--- src/rtl/irqc_pkg.sv ---
// irqc_pkg -- shared definitions for the interrupt controller.
//
// Holds the register offsets of the 4-word bus window (word index taken
// from dmem_addr[3:2]), the controller state encoding (the encoding is
// exposed to software through STATUS[4:3]) and the "no interrupt" code.
package irqc_pkg;

   localparam logic [1:0] REG_PENDING = 2'd0;
   localparam logic [1:0] REG_MASK    = 2'd1;
   localparam logic [1:0] REG_EOI     = 2'd2;
   localparam logic [1:0] REG_STATUS  = 2'd3;

   localparam logic [2:0] NO_IRQ = 3'd0;

   typedef enum logic [1:0] {
      IDLE   = 2'd0,
      ACTIVE = 2'd1,
      GAP    = 2'd2
   } irqc_state_t;

endpackage

--- src/rtl/irq_prio_enc.sv ---
// irq_prio_enc -- combinational 7-to-3 priority encoder.
//
// Ports:
//   req_i  [6:0]  request vector, bit i is source number i+1
//   code_o [2:0]  (highest set index)+1, or 0 when no bit is set
module irq_prio_enc (
   input  logic [6:0] req_i,
   output logic [2:0] code_o
);

   // Scan upward so that a higher set bit overwrites any lower one,
   // leaving the highest-numbered request as the result.
   always_comb begin
      code_o = 3'd0;
      for (int i = 0; i < 7; i++) begin
         if (req_i[i]) begin
            code_o = 3'(i + 1);
         end
      end
   end

endmodule

--- src/rtl/irq_controller.sv ---
// irq_controller -- memory-mapped 7-source interrupt controller.
//
// Sources are edge-detected into PENDING; the highest-numbered pending and
// unmasked source is presented to the core as a registered code on IRQ and
// held until software acknowledges it with a matching EOI write. A one-cycle
// GAP with IRQ = 0 follows every acknowledge.
//
// Register window (BASE_ADDR, word offsets from dmem_addr[3:2]):
//   0 PENDING (RO)  1 MASK (RW)  2 EOI (WO, reads 0)
//   3 STATUS  (RO)  {27'b0, state[1:0], IRQ[2:0]}
//
// Ports:
//   clk        system clock, rising edge
//   rst_n      synchronous active-low reset
//   src  [6:0] interrupt sources, bit i is source i+1
//   dmem_addr  core data-bus address
//   dmem_we    core data-bus write enable
//   dmem_wd    core data-bus write data
//   rd_data    combinational read data, 0 when not selected
//   sel        combinational window hit
//   IRQ  [2:0] registered interrupt code (0 = none)
//
// Configuration macro: IRQC_SYNC_EN -- when defined, src passes through a
// two-flop synchronizer before edge detection (2 extra cycles of latency).
module irq_controller
   import irqc_pkg::*;
#(
   parameter logic [31:0] BASE_ADDR = 32'hFFFF_0000
) (
   input  logic        clk,
   input  logic        rst_n,
   input  logic [6:0]  src,
   input  logic [31:0] dmem_addr,
   input  logic        dmem_we,
   input  logic [31:0] dmem_wd,
   output logic [31:0] rd_data,
   output logic        sel,
   output logic [2:0]  IRQ
);

   logic [6:0]  srcSampled;
   logic [6:0]  srcPrev_q;
   logic [6:0]  pending_q, pending_d;
   logic [6:0]  mask_q, mask_d;
   logic [2:0]  irq_q, irq_d;
   irqc_state_t state_q, state_d;
   logic [2:0]  candidate;
   logic [1:0]  regSel;
   logic        busWrite;
   logic        eoiHit;
   logic [6:0]  riseBits;
   logic [6:0]  clearBits;
   logic        unusedBits;

   assign sel      = (dmem_addr[31:4] == BASE_ADDR[31:4]);
   assign regSel   = dmem_addr[2 +: 2];
   assign busWrite = sel && dmem_we;

   // Byte-lane bits and upper write-data bits carry no meaning here.
   assign unusedBits = ^{dmem_addr[1:0], dmem_wd[31:7]};

`ifdef IRQC_SYNC_EN
   logic [6:0] sync1_q, sync2_q;

   // Two-flop synchronizer for asynchronous sources; cleared on reset so
   // a source already high at release is still seen as a rising edge.
   always_ff @(posedge clk) begin
      if (!rst_n) begin
         sync1_q <= '0;
         sync2_q <= '0;
      end else begin
         sync1_q <= src;
         sync2_q <= sync1_q;
      end
   end

   assign srcSampled = sync2_q;
`else
   assign srcSampled = src;
`endif

   assign riseBits = srcSampled & ~srcPrev_q;

   irq_prio_enc uPrioEnc (
      .req_i  (pending_q & mask_q),
      .code_o (candidate)
   );

   // An acknowledge only counts in ACTIVE and only for the code currently
   // being presented; anything else on the EOI register is dropped.
   assign eoiHit = busWrite && (regSel == REG_EOI) && (state_q == ACTIVE)
                   && (dmem_wd[2:0] == irq_q);

   // Next-state and IRQ code. IRQ is frozen through ACTIVE, so neither a
   // higher-priority arrival nor masking the active source disturbs it.
   always_comb begin
      state_d   = state_q;
      irq_d     = irq_q;
      clearBits = '0;
      case (state_q)
         IDLE: begin
            if (candidate != NO_IRQ) begin
               irq_d   = candidate;
               state_d = ACTIVE;
            end
         end
         ACTIVE: begin
            if (eoiHit) begin
               clearBits = 7'b1 << (irq_q - 3'd1);
               irq_d     = NO_IRQ;
               state_d   = GAP;
            end
         end
         GAP: begin
            irq_d   = NO_IRQ;
            state_d = IDLE;
         end
         default: begin
            irq_d   = NO_IRQ;
            state_d = IDLE;
         end
      endcase
   end

   // Pending/mask update. OR-ing the new edges in after the clear lets a
   // fresh edge survive an EOI landing on the same bit in the same cycle.
   always_comb begin
      pending_d = (pending_q & ~clearBits) | riseBits;
      mask_d    = mask_q;
      if (busWrite && (regSel == REG_MASK)) begin
         mask_d = dmem_wd[6:0];
      end
   end

   // State registers; reset also drops any interrupt in flight.
   always_ff @(posedge clk) begin
      if (!rst_n) begin
         srcPrev_q <= '0;
         pending_q <= '0;
         mask_q    <= '0;
         irq_q     <= NO_IRQ;
         state_q   <= IDLE;
      end else begin
         srcPrev_q <= srcSampled;
         pending_q <= pending_d;
         mask_q    <= mask_d;
         irq_q     <= irq_d;
         state_q   <= state_d;
      end
   end

   // Read mux; unselected accesses and the EOI register read as 0.
   always_comb begin
      rd_data = '0;
      if (sel) begin
         case (regSel)
            REG_PENDING: rd_data = {25'b0, pending_q};
            REG_MASK:    rd_data = {25'b0, mask_q};
            REG_EOI:     rd_data = '0;
            REG_STATUS:  rd_data = {27'b0, state_q, irq_q};
            default:     rd_data = '0;
         endcase
      end
   end

   assign IRQ = irq_q;

endmodule

--- config.mk ---
export PLATFORM = sky130hd
export DESIGN_NAME = irq_controller
export DESIGN_NICKNAME = d
export VERILOG_FILES = /design/src/rtl/irqc_pkg.sv /design/src/rtl/irq_prio_enc.sv /design/src/rtl/irq_controller.sv
export SDC_FILE = /design/constraint.sdc
export NUM_CORES = 1
export LEC_CHECK = 0
export CELL_PAD_IN_SITES_DETAIL_PLACEMENT = 0
export CELL_PAD_IN_SITES_GLOBAL_PLACEMENT = 1
export CORE_AREA = 10 10 89 98
export DETAILED_ROUTE_END_ITERATION = 10
export DIE_AREA = 0 0 99 108
export PLACE_DENSITY_LB_ADDON = 0.1
export SYNTH_ARGS = -nofsm -noshare
export SYNTH_HDL_FRONTEND = slang
export SYNTH_SLANG_ARGS = --single-unit
--- constraint.sdc ---
create_clock -name clk -period 2.44 [get_ports clk]
set_clock_uncertainty 0.2 [all_clocks]
set_input_delay 0.366 -clock clk [delete_from_list [all_inputs] [get_ports clk]]
set_output_delay 0.366 -clock clk [all_outputs]
set_load 0.005 [all_outputs]
==> out/results.ini, run 1 <==
[outcome]
status=completed

[sta]
finalSetupTns_ns=0
rsz0062_at_grt=yes
finalSetupViolations=0
clock.fmax_ghz=0.420
min_period_ns=2.38
slew_violations=0
finalCritPeriodShare=0.975
layout_setup_ws_ns=0.0616
hold_viol=0
hold_ws_ns=0.286

[setup_path]
critPathMaxStageDelay_ns=0.48
crit_chain=clkdlybuf4s50_1 > buf_6 > mux2_2 > a22oi_2 > nor2_4 > dlygate4sd2_1
critPathArrivalTime_ns=1.81
cp_max_fo=9
crit_type=in2out
cp-end-kind=output pin
critPathRequiredTime_ns=1.87
crit_slowest_cell=clkdlybuf4s50_1
start_kind=primary input

[power]
p_switching_uw=210
p_leak_uw=0.000977
p_per_area_nw_per_um2=382
seqPwrFrac=0.516
p_int_uw=662
p_sw_frac=0.241
comb_power_share=0.153
clock_power_share=0.330
ir_drop_mv=0.179

[synth]
muxShareOfSynthArea=0.0930
postSynthAreaPerCell_sq_um=8.42
dominantRegCellSynth=dfxtp_1
syn-cell-area_sq_um=1570
synth_top_area_share=0.331
synthTopCellsByArea=dfxtp_1 (33%), buf_4 (12%), mux2i_1 (5.7%), nand2_1 (5.5%), o41ai_1 (3.9%)
synth_xor_xnor_area_share=0.0167
syn_inst=187
synth_common_cells=dfxtp_1 (26), buf_4 (25), nand2_1 (23)
synth-edff-count=0
synth_top_family_by_area=simple AND/OR/NAND/NOR gates
ys_warn_count=0
synthSimpleGateAreaFrac=0.234
synth_seq_cells=26
async_flop_share=0
synth-compound-area-share=0.158
synth_cell_types=35
yosysSeqAreaShare=0.331
yosys.area_share.adder=0.00795
yosysTopAreaCell=dfxtp_1
yosysMostFrequentCell=dfxtp_1

[layout]
areaGrowthSynthToFinish_pct=44.9
register_area_sq_um=520
fin_nets=333
multiInputGateArea_sq_um=953
nFillCells=760
final_layout_size_suffix_gt1_frac=0.210
antenna_cells=0
fin_util=0.333
design_area_sq_um=2280

[clocking]
cts_tree=built
htree_levels=1
clock_latency_ns=0.28
root_buffer=clkbuf_8
cts_sinks=26
cts_buffers=3
clk_pin_slew_ns=0.10
cts_buffer_depth=2

[place]
gp_congestion=0.781
place_area_sq_um=2230
dp_hpwl_mm=4.23
pre_cts_slack_ns=-0.907
portBuffers=57

[hold_path]
worst_hold_path_type=reg2reg

[floorplan]
die_w_um=99
die_h_um=108
row_count=32
die_area_sq_um=10700
io_pins=110
core_sq_um=6850
start_util=0.230

[routing]
drtPass1Iterations=4
num_vias=1497
drc=0
wire_per_inst_um=15.0
ant_nets=0
vias_per_cell=4.38
drt-total-wl_mm=5.13
first_iter_violations=41

[global_routing]
antenna_found_initial=0
grt_pass1_vias=1677
overflow=0
grt_max_degree=16
grt_pass1_wl_mm=8.27
grt_use_total=0.0947

[flow_run]
drv_cap=0

sequential cells by signal, summed over array words and instances, names as in the netlist:
register	count
mask_q	7
pending_q	7
srcPrev_q	7
IRQ	3
state_q	2
repair_timing:
action | in CTS | in global routing
hold buffers | 0 | 0
resized for setup | 87 | 8
setup buffers | 4 | 0
pin swaps | 13 | 1
endpoints found under the setup margin | 26 | 11
hold endpoints to repair | 0 | 0
kinds of logic (layout without fill, tap and decap cells):
family                   count (synthesis)  in the layout
AO/OA/AOI/OAI                           33             33
XOR/XNOR                                 3              3
adder cells (fa/ha/maj)                  1              1
buffers and inverters                   38             84
flip-flops                              26             26
multiplexers                            14             14
other                                    1             25
AND/OR/NAND/NOR                         71             71
worst paths after layout:
check                               endpoint  slack, ns  cells past startpoint    startpoint
worst max-delay path              rd_data[1]       0.06                      6  dmem_addr[3]
worst min-delay path            pending_q[4]       0.29                      2  srcPrev_q[4]
worst max register to register  pending_q[1]       0.43                      6    state_q[0]
worst min register to register  pending_q[4]       0.29                      2  srcPrev_q[4]
worst max-delay path: cells and delay by family:
kind                   cells  cell delay [ns]
multiplexers               1             0.34
AO/OA/AOI/OAI              1             0.17
buffers and inverters      3             0.89
AND/OR/NAND/NOR            1             0.05
per-layer routing:
layer | part of all wire | track usage | vias to the layer above
li1 | - | - | 752
met1 | 0.43 | 0.108 | 670
met2 | 0.46 | 0.155 | 68
met3 | 0.084 | 0.0345 | 7
met4 | 0.024 | 0.0430 | 0
met5 | 0 | 0 | -
power groups by stage:
stage	combinational [uW]	sequential [uW]	clock [uW]
2_1_floorplan	80.8	456	0
3_3_place_gp	146	460	0
3_5_place_dp	145	460	0
4_1_cts	134	450	297
5_1_grt	150	453	312
6_report	134	451	288
layout by cell type (no fill, tap or decap), types with 7 or more instances in the layout:
master,n
o41ai_1,7
nand2_1,23
conb_1,25
mux2i_1,9
nand2b_1,9
dlygate4sd2_1,18
dfxtp_1,26
and2_1,7
buf_4,17
clkdlybuf4s50_1,21
buf_2,12
layout make-up:
type	instances	area share
Clock buffer	4	0.0241
Multi-Input combinational cell	147	0.418
Timing Repair Buffer	77	0.278
Sequential cell	26	0.228
Tap cell	85	0.0466
Inverter	3	0.00494
stage by stage:
step	std cells	power (uW)
5_1_grt	342	915
2_1_floorplan	211	537
6_report	342	872
3_3_place_gp	335	606
3_5_place_dp	335	605
4_1_cts	343	881
Power figures use the tool's default switching activity.
==> run 2: changes to the inputs <==
Settings changed: CAP_MARGIN set to 20, GPL_TIMING_DRIVEN set to 0.
==> run 2 against run 1 <==
The run now ends with setup timing left. Non-clock buffer count increased by 15. Wire length is 1.5% higher. Via count up 2.9%. Sequential power hardly changed. Die area stayed put. Worst setup slack worse by 0.064 ns. Cell count rose by 4.1%. Sequential cell count unchanged. Final area grew 7.4%. Global-route usage down 0.090 points. Clock power is 15% lower. Largest power group unchanged. Highest routed layer unchanged.
==> out/results.ini, run 2 (synthesis gave the netlist of run 1 again) <==
[sta]
layout_setup_ws_ns=-0.00278  ; was 0.0616 ns
min_period_ns=2.44  ; was 2.38 ns
rsz0062_at_grt=yes  ; unchanged
finalSetupViolations=1  ; was 0
finalCritPeriodShare=1.00  ; was 0.975
hold_viol=0  ; unchanged
slew_violations=0  ; unchanged
clock.fmax_ghz=0.409  ; was 0.420 GHz

[global_routing]
grt_pass1_vias=1667  ; was 1677
antenna_found_initial=0  ; unchanged
grt_max_degree=14  ; was 16
overflow=0  ; unchanged
grt_use_total=0.0938  ; was 0.0947
grt_pass1_wl_mm=8.13  ; was 8.27 mm

[power]
power_uw=860  ; was 872 uW
seqPwrFrac=0.524  ; was 0.516
p_per_area_nw_per_um2=351  ; was 382 nW/um^2
clock_power_share=0.284  ; was 0.330
ir_drop_mv=0.187  ; was 0.179 mV
p_sw_frac=0.243  ; was 0.241
p_int_uw=651  ; was 662 uW
p_leak_uw=0.00110  ; was 0.000977 uW
comb_power_share=0.192  ; was 0.153
p_switching_uw=209  ; was 210 uW

[place]
gp_congestion=0.752  ; was 0.781
portBuffers=55  ; was 57
dp_hpwl_mm=4.18  ; was 4.23 mm
place_inst=351  ; was 335
place_area_sq_um=2320  ; was 2230 sq um

[layout]
antenna_cells=0  ; unchanged
fin_cells=356  ; was 342
fin_nets=348  ; was 333
final_cell_mix=dfxtp_1 (26), buf_4 (26), conb_1 (25), nand2_1 (23), clkdlybuf4s50_1 (19)  ; was dfxtp_1 (26), conb_1 (25), nand2_1 (23), clkdlybuf4s50_1 (21), dlygate4sd2_1 (18)
nFillCells=752  ; was 760
areaGrowthSynthToFinish_pct=55.6  ; was 44.9%
final_layout_size_suffix_gt1_frac=0.247  ; was 0.210
design_area_sq_um=2450  ; was 2280 sq um
reg_top3=mask_q (7), pending_q (7), srcPrev_q (7)  ; unchanged

[floorplan]
start_util=0.230  ; unchanged
die_w_um=99  ; unchanged
die_h_um=108  ; unchanged
core_sq_um=6850  ; unchanged
row_count=32  ; unchanged
die_area_sq_um=10700  ; unchanged
io_pins=110  ; unchanged

[setup_path]
crit_buf_inv=4  ; was 3
r2r_cells=5  ; was 6
cp-end-kind=output pin  ; unchanged
reg2reg_to=pending_q[2]  ; was pending_q[1]
crit_slowest_cell=or4_1  ; was clkdlybuf4s50_1
rrSetupSlack_ns=0.23  ; was 0.43 ns
critPathRequiredTime_ns=1.87  ; about the same
crit_type=in2out  ; unchanged
critPathMaxStageDelay_ns=0.43  ; was 0.48 ns
r2r-start=state_q[0]  ; unchanged
cp_max_fo=5  ; was 9
critPathArrivalTime_ns=1.88  ; was 1.81 ns
cp_top_family=simple AND/OR/NAND/NOR gates  ; was buffers and inverters
path_common_cell=buf_2
start_kind=primary input  ; unchanged
crit_chain=buf_2 > nor4_4 > nand4_1 > or4_1 > buf_6 > buf_12 > nor3_4 > buf_2  ; was clkdlybuf4s50_1 > buf_6 > mux2_2 > a22oi_2 > nor2_4 > dlygate4sd2_1

[hold_path]
worstHoldStart=mask_q[0]  ; was srcPrev_q[4]
worst_hold_path_type=reg2reg  ; unchanged
holdPathStages=2  ; unchanged
whs_endpoint=mask_q[0]  ; was pending_q[4]

[routing]
ant_nets=0  ; unchanged
drtPass1Iterations=4  ; unchanged
drc=0  ; unchanged
drt-total-wl_mm=5.21  ; was 5.13 mm
wl_met1_mm=2.30  ; was 2.23 mm
num_vias=1541  ; was 1497
wl_met3_um=423  ; was 432 um
top_layer_used=met4  ; unchanged
vias_per_cell=4.33  ; was 4.38
first_iter_violations=73  ; was 41
wire_per_inst_um=14.6  ; was 15.0 um
wl_met2_mm=2.43  ; was 2.35 mm

[clocking]
clk_pin_slew_ns=0.09  ; was 0.10 ns
cts_buffer_depth=2  ; unchanged
cts_tree=built  ; unchanged
root_buffer=clkbuf_8  ; unchanged
clock_latency_ns=0.27  ; was 0.28 ns
cts_buffers=3  ; unchanged
htree_levels=1  ; unchanged
cts_sinks=26  ; unchanged

[outcome]
violations=setup timing
status=finished with violations  ; was completed

[flow_run]
drv_cap=0  ; unchanged

[run 2: cell count changes in the layout (fill, tap and decap cells not counted), moves of 4 or more]
| cell | change |
|---|---|
| clkbuf_1 | +6 |
| dlygate4sd2_1 | -10 |
| buf_6 | +4 |
| dlymetal6s2s_1 | +4 |
| buf_4 | +9 |
[run 2: power by group through the flow]
| stage | clock network [uW] | logic (uW) | registers, uW |
|---|---|---|---|
| finish | 244 | 165 | 450 |
| global route | 269 | 184 | 452 |
| CTS | 256 | 161 | 450 |
| detailed placement | 0 | 166 | 460 |
| global placement | 0 | 165 | 460 |
| floorplan | 0 | 80.8 | 456 |
[run 2: worst register-to-register path, stage by stage, from the launching register on]
cell	delay (ns)
dfxtp_1	0.44
inv_1	0.12
nor4_1	0.32
nand4_1	0.41
o41ai_1	0.47
a21boi_0	0.14
[run 2: final cells by class]
class	count	area, sq um	area share
plain buffers	35	258	0.105
multi-input cells	147	983	0.402
flip-flops and latches	26	520	0.213
repair buffers	57	528	0.216
well taps	85	106	0.0434
inverters	3	11.3	0.00460
clock buffers	3	41.3	0.0169
[run 2: worst max-delay path by stage]
stage	from	end	slack (ns)	cells past startpoint
floorplan	dmem_addr[6]	rd_data[5]	0.13	6
global placement	dmem_addr[6]	rd_data[6]	-1.11	8
detailed placement	dmem_addr[6]	rd_data[6]	-1.09	8
CTS	dmem_addr[11]	rd_data[6]	-0.03	8
global route	dmem_addr[4]	rd_data[5]	-0.07	8
finish	dmem_addr[4]	rd_data[5]	-0.003	8
[run 2: per-stage QoR]
step / setup WS (ns) / hold WS (ns) / utilization / setup TNS (ns)
floorplan: 0.128 / 0.249 / - / 0
global placement: -1.11 / 0.282 / 0.339 / -15.04
detailed placement: -1.09 / 0.286 / 0.339 / -14.23
CTS: -0.0266 / 0.299 / 0.353 / -0.0498
global route: -0.0716 / 0.319 / 0.358 / -0.0736
finish: -0.00278 / 0.294 / 0.358 / -0.00278
[run 2: per-layer routing]
layer,GRT usage,up-vias
met4,0.0338,0
met3,0.0313,4
met2,0.155,73
li1,-,787
met5,0,-
met1,0.111,677
[run 2: repair_timing]
item / in CTS / in global routing
endpoints found under the setup margin: 18 / 9
cloned: 1 / 0
endpoints found under the hold margin: 0 / 0
resized for setup: 110 / 10
pin swaps: 10 / 5
hold buffers: 0 / 0
setup buffers: 1 / 0
